## src/rtl/timer_scheduler_pkg.sv

```systemverilog
// -----------------------------------------------------------------------------
// timer_scheduler_pkg
// Shared definitions for the timer scheduler:
//   - per-channel register offsets (addr[1:0])
//   - control/status bit positions
//   - countdown step helper used by every channel
// -----------------------------------------------------------------------------
package timer_scheduler_pkg;

    // Register offsets within a channel (addr[1:0])
    localparam logic [1:0] REG_CNT_LO = 2'd0;  // W: reload[7:0]  R: count[7:0]
    localparam logic [1:0] REG_CNT_HI = 2'd1;  // W: reload[15:8] R: count[15:8]
    localparam logic [1:0] REG_CTRL   = 2'd2;  // R/W: control bits
    localparam logic [1:0] REG_STAT   = 2'd3;  // R: pending  W: 1 clears pending

    // Control register bit positions
    localparam int CTRL_EN_BIT   = 0;
    localparam int CTRL_PER_BIT  = 1;
    localparam int CTRL_IRQ_BIT  = 2;
    localparam int CTRL_WIDTH    = 3;

    // Status register bit positions
    localparam int STAT_PEND_BIT = 0;

    // Count value after one tick: decrement, or on expiry either reload
    // (periodic) or park at zero (one-shot).
    function automatic logic [15:0] count_step(
        input logic [15:0] count,
        input logic [15:0] reload,
        input logic        periodic
    );
        logic [15:0] nxt;
        if (count != 16'h0000) begin
            nxt = count - 16'h0001;
        end else if (periodic) begin
            nxt = reload;
        end else begin
            nxt = 16'h0000;
        end
        return nxt;
    endfunction

endpackage

```

## src/rtl/timer_prescaler.sv

```systemverilog
// -----------------------------------------------------------------------------
// timer_prescaler
// Shared prescaler: counts 0..INTERVAL and emits a one-cycle registered tick
// each time it wraps, i.e. one tick every INTERVAL+1 clk cycles.
// Ports:
//   clk      - system clock, rising edge
//   reset_n  - synchronous active-low reset
//   tick     - one-cycle pulse per prescaler period (registered)
// -----------------------------------------------------------------------------
module timer_prescaler #(
    parameter int                       DIVIDER_WIDTH = 15,
    parameter logic [DIVIDER_WIDTH-1:0] INTERVAL      = 15'd24000
) (
    input  logic clk,
    input  logic reset_n,
    output logic tick
);

    logic [DIVIDER_WIDTH-1:0] div_r;
    logic                     tick_r;

    // Divider counter; wraps at INTERVAL and flags the wrap as a tick.
    always_ff @(posedge clk) begin
        if (!reset_n) begin
            div_r  <= {DIVIDER_WIDTH{1'b0}};
            tick_r <= 1'b0;
        end else if (div_r == INTERVAL) begin
            div_r  <= {DIVIDER_WIDTH{1'b0}};
            tick_r <= 1'b1;
        end else begin
            div_r  <= div_r + {{(DIVIDER_WIDTH-1){1'b0}}, 1'b1};
            tick_r <= 1'b0;
        end
    end

    assign tick = tick_r;

endmodule

```

## src/rtl/timer_scheduler.sv

```systemverilog
// -----------------------------------------------------------------------------
// timer_scheduler
// Up to four independent 16-bit countdown timers sharing one prescaler,
// accessed through a small byte-wide register file.
//
// Parameters:
//   CHANNELS      - number of timer channels (1..4)
//   DIVIDER_WIDTH - width of the shared prescaler counter
//   INTERVAL      - prescaler terminal value (tick every INTERVAL+1 clocks)
// Ports:
//   clk      - system clock, rising edge
//   reset_n  - synchronous active-low reset
//   addr     - [3:2] channel, [1:0] register
//   data_in  - CPU write data
//   wr       - write strobe, one access per high cycle
//   rd       - read strobe
//   data_out - registered read data, holds between reads
//   irq      - OR over channels of (pending AND irq_en)
//
// Build option:
//   TIMER_SCHEDULER_LATCH_EN - reading count[7:0] snapshots count[15:8] into
//   a per-channel latch that count[15:8] reads then return, giving a coherent
//   16-bit read. Without it count[15:8] reads the live value.
// -----------------------------------------------------------------------------
module timer_scheduler
    import timer_scheduler_pkg::*;
#(
    parameter int                       CHANNELS      = 4,
    parameter int                       DIVIDER_WIDTH = 15,
    parameter logic [DIVIDER_WIDTH-1:0] INTERVAL      = 15'd24000
) (
    input  logic       clk,
    input  logic       reset_n,
    input  logic [3:0] addr,
    input  logic [7:0] data_in,
    input  logic       wr,
    input  logic       rd,
    output logic [7:0] data_out,
    output logic       irq
);

    logic                tick_s;
    logic [1:0]          acc_chan_s;
    logic [1:0]          acc_reg_s;
    logic [7:0]          rd_a_s [CHANNELS];
    logic [CHANNELS-1:0] irq_vec_s;
    logic [7:0]          rdata_s;
    logic [7:0]          data_out_r;

    timer_prescaler #(
        .DIVIDER_WIDTH (DIVIDER_WIDTH),
        .INTERVAL      (INTERVAL)
    ) u_prescaler (
        .clk     (clk),
        .reset_n (reset_n),
        .tick    (tick_s)
    );

    assign acc_chan_s = addr[3:2];
    assign acc_reg_s  = addr[1:0];

    for (genvar ch = 0; ch < CHANNELS; ch++) begin : g_chan
        logic                  sel_s;
        logic                  wr_lo_s;
        logic                  wr_hi_s;
        logic                  wr_ctrl_s;
        logic                  wr_stat_s;
        logic                  load_s;
        logic                  run_s;
        logic                  expire_s;
        logic [15:0]           reload_r;
        logic [15:0]           count_r;
        logic [CTRL_WIDTH-1:0] ctrl_r;
        logic                  pending_r;
        logic [7:0]            cnt_hi_view_s;
        logic [7:0]            rdata_ch_s;

        // Access decode and tick/load arbitration; a load (enable 0->1)
        // suppresses the tick in the same cycle.
        always_comb begin
            sel_s     = (acc_chan_s == 2'(ch));
            wr_lo_s   = wr && sel_s && (acc_reg_s == REG_CNT_LO);
            wr_hi_s   = wr && sel_s && (acc_reg_s == REG_CNT_HI);
            wr_ctrl_s = wr && sel_s && (acc_reg_s == REG_CTRL);
            wr_stat_s = wr && sel_s && (acc_reg_s == REG_STAT);
            load_s    = wr_ctrl_s && data_in[CTRL_EN_BIT] && !ctrl_r[CTRL_EN_BIT];
            run_s     = tick_s && ctrl_r[CTRL_EN_BIT] && !load_s;
            expire_s  = run_s && (count_r == 16'h0000);
        end

        // Reload value; only consulted at the next load or periodic reload.
        always_ff @(posedge clk) begin
            if (!reset_n) begin
                reload_r <= 16'h0000;
            end else if (wr_lo_s) begin
                reload_r[7:0] <= data_in;
            end else if (wr_hi_s) begin
                reload_r[15:8] <= data_in;
            end else begin
                reload_r <= reload_r;
            end
        end

        // Countdown register.
        always_ff @(posedge clk) begin
            if (!reset_n) begin
                count_r <= 16'h0000;
            end else if (load_s) begin
                count_r <= reload_r;
            end else if (run_s) begin
                count_r <= count_step(count_r, reload_r, ctrl_r[CTRL_PER_BIT]);
            end else begin
                count_r <= count_r;
            end
        end

        // Control register; a one-shot expiry drops enable unless the CPU
        // writes control in that same cycle.
        always_ff @(posedge clk) begin
            if (!reset_n) begin
                ctrl_r <= {CTRL_WIDTH{1'b0}};
            end else if (wr_ctrl_s) begin
                ctrl_r <= data_in[CTRL_WIDTH-1:0];
            end else if (expire_s && !ctrl_r[CTRL_PER_BIT]) begin
                ctrl_r[CTRL_EN_BIT] <= 1'b0;
            end else begin
                ctrl_r <= ctrl_r;
            end
        end

        // Pending flag; expiry beats a simultaneous clear so no event is lost.
        always_ff @(posedge clk) begin
            if (!reset_n) begin
                pending_r <= 1'b0;
            end else if (expire_s) begin
                pending_r <= 1'b1;
            end else if (wr_stat_s && data_in[STAT_PEND_BIT]) begin
                pending_r <= 1'b0;
            end else begin
                pending_r <= pending_r;
            end
        end

`ifdef TIMER_SCHEDULER_LATCH_EN
        logic [7:0] latch_r;

        // High-byte snapshot taken when the low byte is read.
        always_ff @(posedge clk) begin
            if (!reset_n) begin
                latch_r <= 8'h00;
            end else if (rd && sel_s && (acc_reg_s == REG_CNT_LO)) begin
                latch_r <= count_r[15:8];
            end else begin
                latch_r <= latch_r;
            end
        end

        assign cnt_hi_view_s = latch_r;
`else
        assign cnt_hi_view_s = count_r[15:8];
`endif

        // Per-channel read data selected by register offset.
        always_comb begin
            case (acc_reg_s)
                REG_CNT_LO: rdata_ch_s = count_r[7:0];
                REG_CNT_HI: rdata_ch_s = cnt_hi_view_s;
                REG_CTRL:   rdata_ch_s = {{(8-CTRL_WIDTH){1'b0}}, ctrl_r};
                REG_STAT:   rdata_ch_s = {7'b0000000, pending_r};
                default:    rdata_ch_s = 8'h00;
            endcase
        end

        assign rd_a_s[ch]    = rdata_ch_s;
        assign irq_vec_s[ch] = pending_r & ctrl_r[CTRL_IRQ_BIT];
    end

    // Channel read mux; channel numbers beyond CHANNELS match nothing and read 0.
    always_comb begin
        rdata_s = 8'h00;
        for (int i = 0; i < CHANNELS; i++) begin
            rdata_s = rdata_s | ((acc_chan_s == 2'(i)) ? rd_a_s[i] : 8'h00);
        end
    end

    // Read data register; updates only on a read strobe.
    always_ff @(posedge clk) begin
        if (!reset_n) begin
            data_out_r <= 8'h00;
        end else if (rd) begin
            data_out_r <= rdata_s;
        end else begin
            data_out_r <= data_out_r;
        end
    end

    assign data_out = data_out_r;
    assign irq      = |irq_vec_s;

endmodule

```

## config.mk

```make
export PLATFORM = sky130hd
export DESIGN_NAME = timer_scheduler
export DESIGN_NICKNAME = d
export VERILOG_FILES = /design/src/rtl/timer_scheduler_pkg.sv /design/src/rtl/timer_prescaler.sv /design/src/rtl/timer_scheduler.sv
export SDC_FILE = /design/constraint.sdc
export NUM_CORES = 1
export LEC_CHECK = 0
export BUFFER_PORTS_ARGS = -buffer_cell sky130_fd_sc_hd__buf_4
export CAP_MARGIN = 40
export CORE_ASPECT_RATIO = 0.8
export CORE_MARGIN = 4
export CORE_UTILIZATION = 37
export DETAILED_ROUTE_END_ITERATION = 10
export PLACE_DENSITY = 0.53
export SYNTH_ARGS = -nofsm -noshare
export SYNTH_HDL_FRONTEND = slang
export SYNTH_SLANG_ARGS = --single-unit
```

## constraint.sdc

```tcl
create_clock -name clk -period 3.15 [get_ports clk]
set_input_delay 0.63 -clock clk [delete_from_list [all_inputs] [get_ports clk]]
set_output_delay 0.63 -clock clk [all_outputs]
set_load 0.01 [all_outputs]
```

==> results.sh <==
export IMPL_maxSlewViolCount=0
export IMPL_setup_viol=0
export IMPL_fillers=2413
export IMPL_cts_buffer_depth=2
export IMPL_ys_ff_latch=168
export IMPL_ant_nets=0
export IMPL_synth_top_area_share_pct=37.8
export IMPL_cts_setup_buffers=0
export IMPL_multi_input_area_mm2=0.00513
export IMPL_drc=0
export IMPL_initial_core_util_pct=37.9
export IMPL_maxCapViolCount=0
export IMPL_synth_edf_count=0
export IMPL_cp_max_fo=9
export IMPL_cts_buffers=17
export IMPL_layout_nets=1096
export IMPL_hpwl_mm=20.6
export IMPL_ir_drop_v=0.000370
export IMPL_required_ps=3460
export IMPL_via_count=8450
export IMPL_grt_max_degree=117
export IMPL_synth_xor_area_share_pct=1.28
export IMPL_synth_area_leaders="dfxtp_1 38%, mux2i_1 9.6%, nor2_1 5.9%"
export IMPL_io_pins=25
export IMPL_powerDensity_mw_per_mm2=474
export IMPL_skew_ps=16.4
export IMPL_grt_pass1_wl_mm=45.9
export IMPL_drtIter0Drc=1099
export IMPL_dpl_instance_area_mm2=0.00941
export IMPL_worst_slew_pin_transition_ps=913
export IMPL_setup_slack_ps=643
export IMPL_die_w_um=181
export IMPL_avgSynthCellArea_um2=8.33
export IMPL_async_reset_ff_share_pct=0
export IMPL_synthFlopType="dfxtp_1"
export IMPL_r2r_start="g_chan[0].count_r[10]"
export IMPL_yosys_mux_area_fraction_pct=11.4
export IMPL_h_tree_depth=4
export IMPL_cp_start_kind="flip-flop"
export IMPL_mostFrequentLayoutCells="168 x dfxtp_1, 139 x nor2_1, 85 x nand2_1, 85 x mux2i_1, 55 x buf_4"
export IMPL_die_area_mm2=0.0266
export IMPL_power_share_sequential_pct=45.6
export IMPL_mostFrequentLayoutCell="dfxtp_1"
export IMPL_place_gp_congestion=0.925
export IMPL_grt_pass1_vias=7510
export IMPL_antenna_found_initial=1
export IMPL_synth_compound_area_share_pct=19.7
export IMPL_core_mm2=0.0235
export IMPL_areaGrowthSynthToFinish_pct=12.6
export IMPL_end_kind="flip-flop"
export IMPL_dr_pass1_iters=7
export IMPL_slew_headroom_pct=38.3
export IMPL_p_int_mw=3.52
export IMPL_period_minus_slack_ps=2510
export IMPL_yosys_area_share_simple_pct=23.7
export IMPL_cts_repair_resized=0
export IMPL_tns_ps=0
export IMPL_chipHeight_um=147
export IMPL_switching_share_pct=25.9
export IMPL_p_leak_nw=3.69
export IMPL_yosys_warnings=0
export IMPL_drive_above_1_share_pct=10.5
export IMPL_post_place_ws_ps=403
export IMPL_synth_top_family_by_area="simple AND/OR/NAND/NOR gates"
export IMPL_diodes=0
export IMPL_synth_area_mm2=0.00891
export IMPL_grt_util_all_layers_pct=21.9
export IMPL_routed_wl_mm=30.1
export IMPL_seqCellArea_mm2=0.00336
export IMPL_rows=50
export IMPL_finalCritPeriodShare_pct=79.6
export IMPL_power_frac_comb_pct=7.0
export IMPL_status="finished clean"
export IMPL_clock_fmax_ghz=0.399
export IMPL_routedWlPerCell_um=21.6
export IMPL_synthDistinctLibCells=70
export IMPL_hold_class="reg2reg"
export IMPL_clkTransAtPathRegs_ps=70
export IMPL_finalInstanceArea_mm2=0.0100
export IMPL_synthCells=1070
export IMPL_syn_nets=1096
export IMPL_crit_type="reg2reg"
export IMPL_clock_root_buffer="clkbuf_16"
export IMPL_cts_sinks=168
export IMPL_synth_fa_ha_area_share_pct=1.40
export IMPL_finalHoldViolCount=0
export IMPL_hold_start="g_chan[0].reload_r[6]"
export IMPL_clk_latency_ps=450
export IMPL_pwr_share_clk_pct=47.4
export IMPL_switchingPower_mw=1.23
export IMPL_cts_hold_buffers=0
export IMPL_ys_seq_area_share_pct=37.8
export IMPL_rsz0062_at_grt="no"
export IMPL_portBuffers=24
export IMPL_crit_arrival_ps=2810
export IMPL_post_route_util_pct=42.6
export IMPL_cts_tree="yes"
export IMPL_vias_per_cell=6.06
export IMPL_grt_overflow_total=0
export IMPL_crit_start="g_chan[0].count_r[10]"
export IMPL_synth_top_cell_by_area="dfxtp_1"
[layer usage]
layer  vias to the layer above  share of wire, %  GRT usage [%]
met5                         -                 0              0
met4                         0               1.5           5.63
met3                        32               9.4           5.50
met2                       338                42           30.9
met1                      4087                47           33.1
li1                       3993                 -              -
[worst paths after layout]
kind	slack, ps	depth (start not counted)	to
worst max-delay path	640	5	g_chan[0].count_r[1]
worst min-delay path	480	1	g_chan[0].count_r[6]
worst max register to register	640	5	g_chan[0].count_r[1]
worst min register to register	480	1	g_chan[0].count_r[6]
[sequential cells by signal (all words and copies together), names as in the netlist]
name	cells
g_chan.reload_r	64
u_prescaler.div_r	15
u_prescaler.tick	1
g_chan.pending_r	4
data_out	8
g_chan.ctrl_r	12
g_chan.count_r	64
[cells in the mapped netlist, types with 5 or more instances]
master and count:
a32o_1 5, buf_1 10, nor3_1 52, o21ai_0 49, dfxtp_1 168, nand4_1 13
o221ai_1 5, nor2b_1 7, a31oi_1 23, o32ai_1 5, xor2_1 6, a22oi_1 10
nor4_1 26, o211ai_1 6, a32oi_1 22, xnor2_1 7, o311ai_0 8, nand2b_1 6
nor2_1 139, and3_1 7, nand2_1 85, mux4_2 5, a211oi_1 8, a221oi_1 7
a221o_1 6, mux2i_1 85, a21oi_1 49, nor4b_1 9, clkbuf_1 44, or3_1 12
o31a_1 5, and2_1 8, nand3_1 27, ha_1 10, o22ai_1 15, or4_1 10
inv_1 24, mux2_2 5, o21a_1 7, buf_2 17
[final cells by class]
cell class,count,area share [%]
inverter,25,0.948
tap,312,3.89
clock inverter,14,1.86
sequential,168,33.5
timing repair buffer,56,4.32
clock buffer,18,4.28
multi-input combinational,802,51.2
[power groups by stage]
stage | sequential, mW | clock [mW] | combinational [mW]
finish | 2.17 | 2.26 | 0.333
global route | 2.17 | 2.38 | 0.358
CTS | 2.17 | 2.30 | 0.329
detailed placement | 2.22 | 0 | 0.327
global placement | 2.22 | 0 | 0.326
floorplan | 2.21 | 0 | 0.211
[through the flow]
stage | hold WS [ps] | cells | power, mW
after global routing | 502 | 1395 | 4.90
after global placement | 452 | 1363 | 2.54
after floorplan | 432 | 1070 | 2.42
after CTS | 483 | 1395 | 4.79
after detailed placement | 464 | 1363 | 2.54
final | 477 | 1395 | 4.76
[cells by family after synthesis]
family / Yosys count
DFF: 168
buffers and inverters: 100
xor gates and xnor gates: 13
and+or+nand+nor: 427
adders and majority gates: 10
AOI/OAI and AO/OA: 257
muxes: 95
[critical path, stage by stage (launching register included)]
cell	delay [ps]
dfxtp_1	410
or4_4	610
nor3_1	490
a21oi_1	390
a221oi_1	370
a211oi_1	80
Power figures use the tool's default switching activity.
